`src/rtl/shl48_arb.sv`:
```
// shl48_arb: two-requester round-robin front end to a single shared 48-bit
// left shifter with an optional normalize (leading-zero) mode and a one-deep
// registered result stage with valid/ready handshake.
//
// Ports:
//   clk, rst                 clock, asynchronous active-high reset
//   reqN_valid / reqN_ready  per-requester handshake (ready is combinational)
//   reqN_data                48-bit operand
//   reqN_nshift              explicit shift amount (0..63)
//   reqN_norm                shift by the operand's leading-zero count instead
//   out_valid / out_ready    result handshake
//   out_data                 shifted operand (truncated to 48 bits)
//   out_shamt                shift amount applied
//   out_src                  index of the granted requester
//   out_zero                 out_data is all zeros
module shl48_arb #(
  parameter bit NORM_EN = 1'b1
) (
  input  logic        clk,
  input  logic        rst,
  input  logic        req0_valid,
  output logic        req0_ready,
  input  logic [47:0] req0_data,
  input  logic [5:0]  req0_nshift,
  input  logic        req0_norm,
  input  logic        req1_valid,
  output logic        req1_ready,
  input  logic [47:0] req1_data,
  input  logic [5:0]  req1_nshift,
  input  logic        req1_norm,
  output logic        out_valid,
  input  logic        out_ready,
  output logic [47:0] out_data,
  output logic [5:0]  out_shamt,
  output logic        out_src,
  output logic        out_zero
);

  localparam int unsigned W  = 48;
  localparam int unsigned SW = 6;

  typedef enum logic {EMPTY = 1'b0, FULL = 1'b1} state_t;

  state_t        r_state;
  state_t        w_state_nxt;
  logic          r_prio;
  logic [W-1:0]  r_data;
  logic [SW-1:0] r_shamt;
  logic          r_src;
  logic          r_zero;

  logic          w_accept_ok;
  logic          w_grant0;
  logic          w_grant1;
  logic          w_load;
  logic [W-1:0]  w_opnd;
  logic [SW-1:0] w_nshift;
  logic          w_norm;
  logic [SW-1:0] w_lzc;
  logic [SW-1:0] w_shamt;
  logic [W-1:0]  w_s1, w_s2, w_s3, w_s4, w_s5, w_s6;

  // State register
  always_ff @(posedge clk or posedge rst) begin
    if (rst) begin
      r_state <= EMPTY;
    end else begin
      r_state <= w_state_nxt;
    end
  end

  // Arbitration and next state; readies held low during reset
  always_comb begin
    w_state_nxt = r_state;
    w_accept_ok = (r_state == EMPTY) | ((r_state == FULL) & out_ready);
    w_grant0    = 1'b0;
    w_grant1    = 1'b0;
    if (w_accept_ok && !rst) begin
      if (req0_valid && req1_valid) begin
        w_grant0 = ~r_prio;
        w_grant1 = r_prio;
      end else begin
        w_grant0 = req0_valid;
        w_grant1 = req1_valid;
      end
    end
    w_load = w_grant0 | w_grant1;
    case (r_state)
      EMPTY: if (w_load) w_state_nxt = FULL;
      FULL:  if (out_ready && !w_load) w_state_nxt = EMPTY;
      default: w_state_nxt = EMPTY;
    endcase
  end

  assign req0_ready = w_grant0;
  assign req1_ready = w_grant1;

  // Operand select for the shared shifter
  assign w_opnd   = w_grant1 ? req1_data   : req0_data;
  assign w_nshift = w_grant1 ? req1_nshift : req0_nshift;
  assign w_norm   = NORM_EN & (w_grant1 ? req1_norm : req0_norm);

  // Leading-zero count from bit 47; highest set bit wins, zero operand gives 48
  always_comb begin
    w_lzc = SW'(W);
    for (int unsigned i = 0; i < W; i++) begin
      if (w_opnd[i]) w_lzc = SW'(W - 1 - i);
    end
  end

  assign w_shamt = w_norm ? w_lzc : w_nshift;

  // Six-stage left shifter; amounts >= 48 clear the result naturally
  assign w_s1 = w_shamt[5] ? {w_opnd[15:0], 32'd0} : w_opnd;
  assign w_s2 = w_shamt[4] ? {w_s1[31:0],   16'd0} : w_s1;
  assign w_s3 = w_shamt[3] ? {w_s2[39:0],    8'd0} : w_s2;
  assign w_s4 = w_shamt[2] ? {w_s3[43:0],    4'd0} : w_s3;
  assign w_s5 = w_shamt[1] ? {w_s4[45:0],    2'd0} : w_s4;
  assign w_s6 = w_shamt[0] ? {w_s5[46:0],    1'd0} : w_s5;

  // Result register and round-robin pointer
  always_ff @(posedge clk or posedge rst) begin
    if (rst) begin
      r_prio  <= 1'b0;
      r_data  <= '0;
      r_shamt <= '0;
      r_src   <= 1'b0;
      r_zero  <= 1'b0;
    end else if (w_load) begin
      r_prio  <= ~w_grant1;
      r_data  <= w_s6;
      r_shamt <= w_shamt;
      r_src   <= w_grant1;
      r_zero  <= (w_s6 == '0);
    end
  end

  assign out_valid = (r_state == FULL);
  assign out_data  = r_data;
  assign out_shamt = r_shamt;
  assign out_src   = r_src;
  assign out_zero  = r_zero;

endmodule

```
`config.mk`:
```
export PLATFORM = sky130hd
export DESIGN_NAME = shl48_arb
export DESIGN_NICKNAME = d
export VERILOG_FILES = /design/src/rtl/shl48_arb.sv
export SDC_FILE = /design/constraint.sdc
export NUM_CORES = 1
export LEC_CHECK = 0
export BUFFER_PORTS_ARGS = -buffer_cell sky130_fd_sc_hd__buf_4
export CORE_ASPECT_RATIO = 1.1
export CORE_MARGIN = 4
export CORE_UTILIZATION = 33
export CTS_CLUSTER_DIAMETER = 50
export DETAILED_ROUTE_END_ITERATION = 7
export SYNTH_ARGS = -nofsm -noshare
export SYNTH_HDL_FRONTEND = slang
export SYNTH_SLANG_ARGS = --single-unit
```
`constraint.sdc`:
```
create_clock -name clk -period 4.06 [get_ports clk]
set_clock_uncertainty 0.05 [all_clocks]
set_input_delay 0.406 -clock clk [delete_from_list [all_inputs] [get_ports clk]]
set_output_delay 0.406 -clock clk [all_outputs]
set_load 0.05 [all_outputs]
```
==> results of run 1 <==
-- worst paths after layout --
check | end | slack, ps | depth (start not counted)
max | out_zero | -250 | 17
min | r_prio | 250 | 2
max reg2reg | out_zero | -250 | 17
min reg2reg | out_src | 420 | 2
max in group asynchronous | out_data[2] | 2840 | 4
min in group asynchronous | r_prio | 390 | 3
-- placed cells by master, fill, tap and decap left out, types with 26 or more instances in the layout --
master   instances
nand2_1        138
nor4_1          26
nand3_1         29
dfrtp_1         57
mux2_2          38
o21ai_0         58
nor2_1          83
a21oi_1         42
o21ai_1         34
buf_4          472
mux2i_1         78
-- synth_stat cells, types with 7 or more instances --
cell         n  share of area
nor2b_1     11         0.0089
a32oi_1     10          0.011
a21oi_1     45          0.029
buf_4        8         0.0078
and2_1       9         0.0073
o211ai_1    21          0.020
a2111oi_0    7         0.0080
nor4b_1      7         0.0080
buf_6        7          0.010
dfrtp_1     58           0.19
a211oi_1    16          0.016
inv_1       22          0.011
buf_2       33          0.021
nor3_1      24          0.016
o22ai_1     13          0.011
nand3_1     35          0.023
o221ai_1    10          0.011
nand4_1     11         0.0089
a31oi_1     11         0.0089
nor4_1      27          0.022
a22oi_1     13          0.013
clkbuf_1    23          0.011
or3_1        7         0.0057
mux2_2      45          0.066
nor2_1      91          0.044
o21ai_0    104          0.068
nand2b_1    12         0.0097
mux2i_1     95           0.12
nand2_1    143          0.070
-- per-stage QoR --
stage	TNS [ps]	setup slack [ps]	instance area, um^2
6_report	-319	-251	13000
5_1_grt	-2590	-414	13000
4_1_cts	-1870	-198	12500
3_5_place_dp	-5130	-537	11300
3_3_place_gp	-3590	-507	11300
2_1_floorplan	0	42.3	7710
-- layout make-up --
cell class | instances | area share
clock buffers | 11 | 0.0186
clock inverters | 5 | 0.00595
inverters | 23 | 0.00662
multi-input cells | 888 | 0.504
flip-flops and latches | 58 | 0.111
well taps | 300 | 0.0288
repair buffers | 513 | 0.325
-- registers in the layout (all words and copies together) (netlist names) --
register	cells
out_data	48
out_zero	1
out_shamt	6
r_prio	1
out_src	1
out_valid	1
-- kinds of logic (layout without fill, tap and decap cells) --
kind of cell / Yosys count / after routing / synth area share
buf+inv: 95 / 552 / 0.0623
simple gates: 405 / 406 / 0.250
mux: 145 / 145 / 0.199
compound gates: 337 / 337 / 0.301
flops: 58 / 58 / 0.188
-- routing by layer --
metal	GRT usage	vias to the layer above
li1	-	4890
met1	0.358	4916
met2	0.463	484
met3	0.0321	112
met4	0.126	0
met5	0	-
-- where the power goes --
group	switching [mW]	internal [mW]	leakage [nW]
clock network	0.261	0.551	0.156
logic	1.82	1.37	5.12
registers	0.0795	0.727	0.740
-- repair_timing --
item                                    in CTS  in global routing
endpoints found under the setup margin      39                 50
pin swaps                                   37                 29
buffers inserted                            30                 15
gates cloned                                 6                  1
resized for setup                          112                116
==> impl_metrics.csv, run 1 <==
group,metric,value,unit
outcome,status,"finished, violations left",
outcome,violations,"negative setup slack",
yosys,synth_edf_count,0,
sta,clock.fmax,232,MHz
global_routing,antenna_found_initial,0,
final_layout,antenna_cells,0,
final_layout,drive_gt1_frac,0.479,
yosys,syn_nets,1155,
clocking,cts_buffer_depth,2,
final_layout,n_fill_cell,2192,
global_routing,grt_pass1_wl,58000,um
drt,via_count,10400,
worst_setup_path,critPathKind,"flop to flop",
yosys,synthCells,1040,
final_layout,area_growth,69.2,%
clocking,clkSinkCount,58,
worst_setup_path,crit_slowest_cell,"or4_4",
worst_setup_path,critPathTopFamily,"compound AO/OA/AOI/OAI gates",
drt,drt_iter0_drc,775,
worst_setup_path,cp_data_arrival_time,4480,ps
drt,wl_met3,2270,um
drt,drc,0,
worst_setup_path,cp_cell_sequence,"nor2b_4, or4_4, buf_12, buf_12, mux2_4, buf_6, o31ai_4, buf_4, nand2_2, a32oi_2, o22ai_2, a221o_1, o21ai_2, buf_6, and4_1, o2111ai_1, o41ai_2",
placed_design,post-place-cells,1733,
drt,drt-total-wl,37300,um
global_routing,grt_max_degree,111,
drt,dr_wl_met2,17500,um
sta,tightest_slew,1050,ps
drt,wl_met1,15500,um
sta,layout_min_cycle_time,4310,ps
pwr,leakagePower,6.02,nW
sta,timing.final.hold_violations,0,
pwr,p_total,4.81,mW
worst_setup_path,crit_required,4230,ps
yosys,yosysSeqAreaShare,0.188,
pwr,irDropWorstVdd,0.000224,V
yosys,synth.cell_area,0.00771,mm^2
worst_setup_path,cp-end-kind,"flop",
drt,wl_per_cell,20.7,um
placed_design,globalplace.congestion,0.994,
floorplanning,die_w,154,um
final_layout,seqCellArea,0.00145,mm^2
clocking,path_clk_slew,50,ps
yosys,synth_seq_cells,58,
floorplanning,fp.dieH,168,um
clocking,holdBufCountCts,0,
sta,slew_headroom,0.301,
final_layout,post-route-util,0.569,
sta,rsz0062_at_grt,"yes",
final_layout,final_cells,1798,
drt,top_layer,"met4",
sta,fin_crit_sh,1.06,
final_layout,multi_input_area,0.00657,mm^2
placed_design,post-dp-hpwl,29500,um
floorplanning,die_area,0.0259,mm^2
sta,maxSlewViolCount,0,
drt,dr.pass1.iters,5,
yosys,avgSynthCellArea,7.41,um^2
floorplanning,rows,58,
worst_setup_path,cpPeakStageDelay,560,ps
floorplanning,initial_utilization,0.336,
worst_setup_path,path_max_fanout,6,
flow_run,cap_violations,0,
global_routing,grtUsageTotal,0.277,
placed_design,port_buffers,173,
worst_setup_path,cp-startpoint,"out_valid",
worst_setup_path,reg2reg_from,"out_valid",
sta,finalSetupViolations,6,
worst_hold_path,min-delay-start,"req1_valid",
drt,vias_per_cell,5.79,
clocking,cts-htree-levels,3,
clocking,clock_latency,330,ps
yosys,ys.warnings.count,0,
floorplanning,ios,174,
worst_hold_path,hold_path_class,"primary input to flop",
final_layout,final_nets,1608,
sta,setup_slack,-251,ps
sta,hold_slack,251,ps
global_routing,overflow,0,
pwr,powerDensity,369,mW/mm^2
drt,detail-route-antenna-nets,0,
global_routing,grt_pass1_vias,10400,
worst_setup_path,crit_buf_inv,5,
yosys,synthFlopType,"dfrtp_1",
yosys,synth-async-reset-ratio,1.00,
worst_setup_path,startpoint_type,"flop",
clocking,cts_root_buffer,"clkbuf_16",
floorplanning,core-area,0.0229,mm^2
clocking,cts_tree,"built",
clocking,cts_inserted_buffers,9,
yosys,ys_types,78,
Power figures use the tool's default switching activity.
==> inputs of run 2 (changes only) <==
- REMOVE_ABC_BUFFERS: not set -> 1
==> run 2 against run 1 <==
  * The run still ends with negative setup slack left
  * Hold slack improved by 96 ps
  * Sequential power is essentially flat
  * Critical path depth is 2 lower
  * Critical path type unchanged
==> impl_metrics.csv, run 2 (synthesized netlist as in run 1, its figures left out) <==
group,metric,value,unit
floorplanning,fp.dieH,168,um
worst_setup_path,reg2reg_to,"out_zero",
sta,maxSlewViolCount,0,
worst_setup_path,cp-end-kind,"flop",
final_layout,post-route-util,0.533,
pwr,clock_power_share,0.160,
pwr,combPwrFrac,0.657,
pwr,leakagePower,5.73,nW
worst_setup_path,rrSetupSlack,-170,ps
drt,drt_iter0_drc,627,
worst_setup_path,rr_worst_depth,15,
global_routing,grt_pass1_wl,54500,um
clocking,cts_buffer_depth,2,
worst_setup_path,path_max_fanout,18,
sta,layout_min_cycle_time,4230,ps
final_layout,final_area,0.0122,mm^2
worst_setup_path,reg2reg_from,"out_valid",
final_layout,final_nets,1586,
clocking,cts_tree,"built",
drt,vias_per_cell,5.65,
worst_setup_path,crit_required,4240,ps
placed_design,post-dp-hpwl,28300,um
clocking,cts_root_buffer,"clkbuf_16",
floorplanning,die_area,0.0259,mm^2
global_routing,overflow,0,
sta,fin_tns_setup,-260,ps
pwr,intPower,2.37,mW
global_routing,grt_max_degree,111,
placed_design,placed_cell_area,0.0113,mm^2
drt,drc,0,
drt,detail-route-antenna-nets,0,
worst_setup_path,cp_data_arrival_time,4410,ps
drt,drt-total-wl,34900,um
sta,setup_slack,-171,ps
pwr,powerDensity,360,mW/mm^2
global_routing,grtUsageTotal,0.258,
final_layout,largest_reg_flops,48,
worst_setup_path,critPathKind,"flop to flop",
global_routing,grt_pass1_vias,9831,
clocking,clkSinkCount,58,
outcome,violations,"negative setup slack",
final_layout,drive_gt1_frac,0.428,
worst_setup_path,setup.worst_path.end,"out_zero",
final_layout,final_cells,1776,
drt,dr.pass1.iters,7,
sta,rsz0062_at_grt,"yes",
sta,timing.final.hold_violations,0,
sta,slew_headroom,0.496,
outcome,status,"finished, violations left",
clocking,path_clk_slew,50,ps
worst_setup_path,startpoint_type,"flop",
global_routing,top_usage_layer,"met2",
clocking,cts_inserted_buffers,9,
pwr,netSwitchingPower,2.02,mW
sta,fin_crit_sh,1.04,
clocking,clock_latency,330,ps
global_routing,met3_usage,0.0324,
final_layout,final_cell_mix,"buf_4 (472), nand2_1 (143), nor2_1 (89), o21ai_0 (89), mux2i_1 (79)",
sta,clock.fmax,236,MHz
clocking,cts-htree-levels,3,
sta,hold_slack,348,ps
pwr,p_seq_frac,0.183,
worst_hold_path,hold_path_class,"primary input to async pin",
drt,wl_per_cell,19.6,um
placed_design,post-place-cells,1731,
placed_design,globalplace.congestion,0.954,
final_layout,area_growth,58.4,%
placed_design,port_buffers,173,
floorplanning,initial_utilization,0.336,
floorplanning,core-area,0.0229,mm^2
floorplanning,rows,58,
global_routing,antenna_found_initial,0,
pwr,irDropWorstVdd,0.000197,V
floorplanning,ios,174,
flow_run,cap_violations,0,
global_routing,met2_usage,0.439,
final_layout,antenna_cells,0,
pwr,swShare,0.460,
sta,finalSetupViolations,4,
floorplanning,die_w,154,um
sta,tightest_slew,748,ps
drt,via_count,10000,
final_layout,final_common_cell,"buf_4",
worst_setup_path,cp-startpoint,"out_valid",
global_routing,use_met1,0.332,
[run 2: final cells by class]
type / instances / area (um^2)
fillers: 2301 / 10700
inverters: 23 / 86.3
repair buffers: 492 / 3930
flip-flops and latches: 58 / 1450
clock buffers: 11 / 243
multi-input cells: 887 / 6100
clock inverters: 5 / 30.0
well taps: 300 / 375
[run 2: repair_timing]
action	4_1_cts	5_1_grt
setup buffers	12	13
cloned	3	2
resized for setup	44	46
hold buffers	0	0
hold endpoints to repair	0	0
pin swaps	9	11
endpoints found under the setup margin	27	36
[run 2: how the worst min path moves through the flow]
stage	startpoint	endpoint	slack, ps	cells after the start
global route	req1_valid	r_prio	360	3
floorplan	r_prio	r_prio	430	1
CTS	req1_valid	r_prio	340	3
finish	rst	out_valid	350	4
detailed placement	out_data[40]	out_data[40]	420	2
global placement	out_data[25]	out_data[25]	410	2
[run 2: power groups by stage]
stage          clock network (mW)  registers (mW)  logic (mW)
2_1_floorplan                   0            1.33       0.983
3_3_place_gp                    0           0.815        2.67
3_5_place_dp                    0           0.818        2.68
4_1_cts                     0.718           0.809        2.78
5_1_grt                     0.739           0.835        3.06
6_report                    0.702           0.805        2.88
[run 2: critical path, stage by stage (launching register included)]
cell	delay, ps
dfrtp_1	370
nor2b_1	140
or4_4	540
buf_12	180
buf_6	170
mux2_2	320
and3_4	180
a21oi_4	180
buf_12	190
mux2i_2	290
o22ai_2	160
o211ai_1	290
and2_4	220
nand3_1	80
a2111o_1	430
o41ai_2	320
[run 2: routing by layer]
layer | routed length [um] | part of all wire | up-vias
met5 | 0 | 0 | -
li1 | - | - | 4838
met1 | 15000 | 0.43 | 4708
met4 | 1330 | 0.038 | 0
met3 | 1940 | 0.056 | 74
met2 | 16600 | 0.48 | 415
[run 2: per-stage QoR]
step	power [mW]	setup slack, ps
floorplan	2.31	-5610
global placement	3.48	-336
detailed placement	3.50	-387
CTS	4.30	-136
global route	4.63	-310
finish	4.39	-171
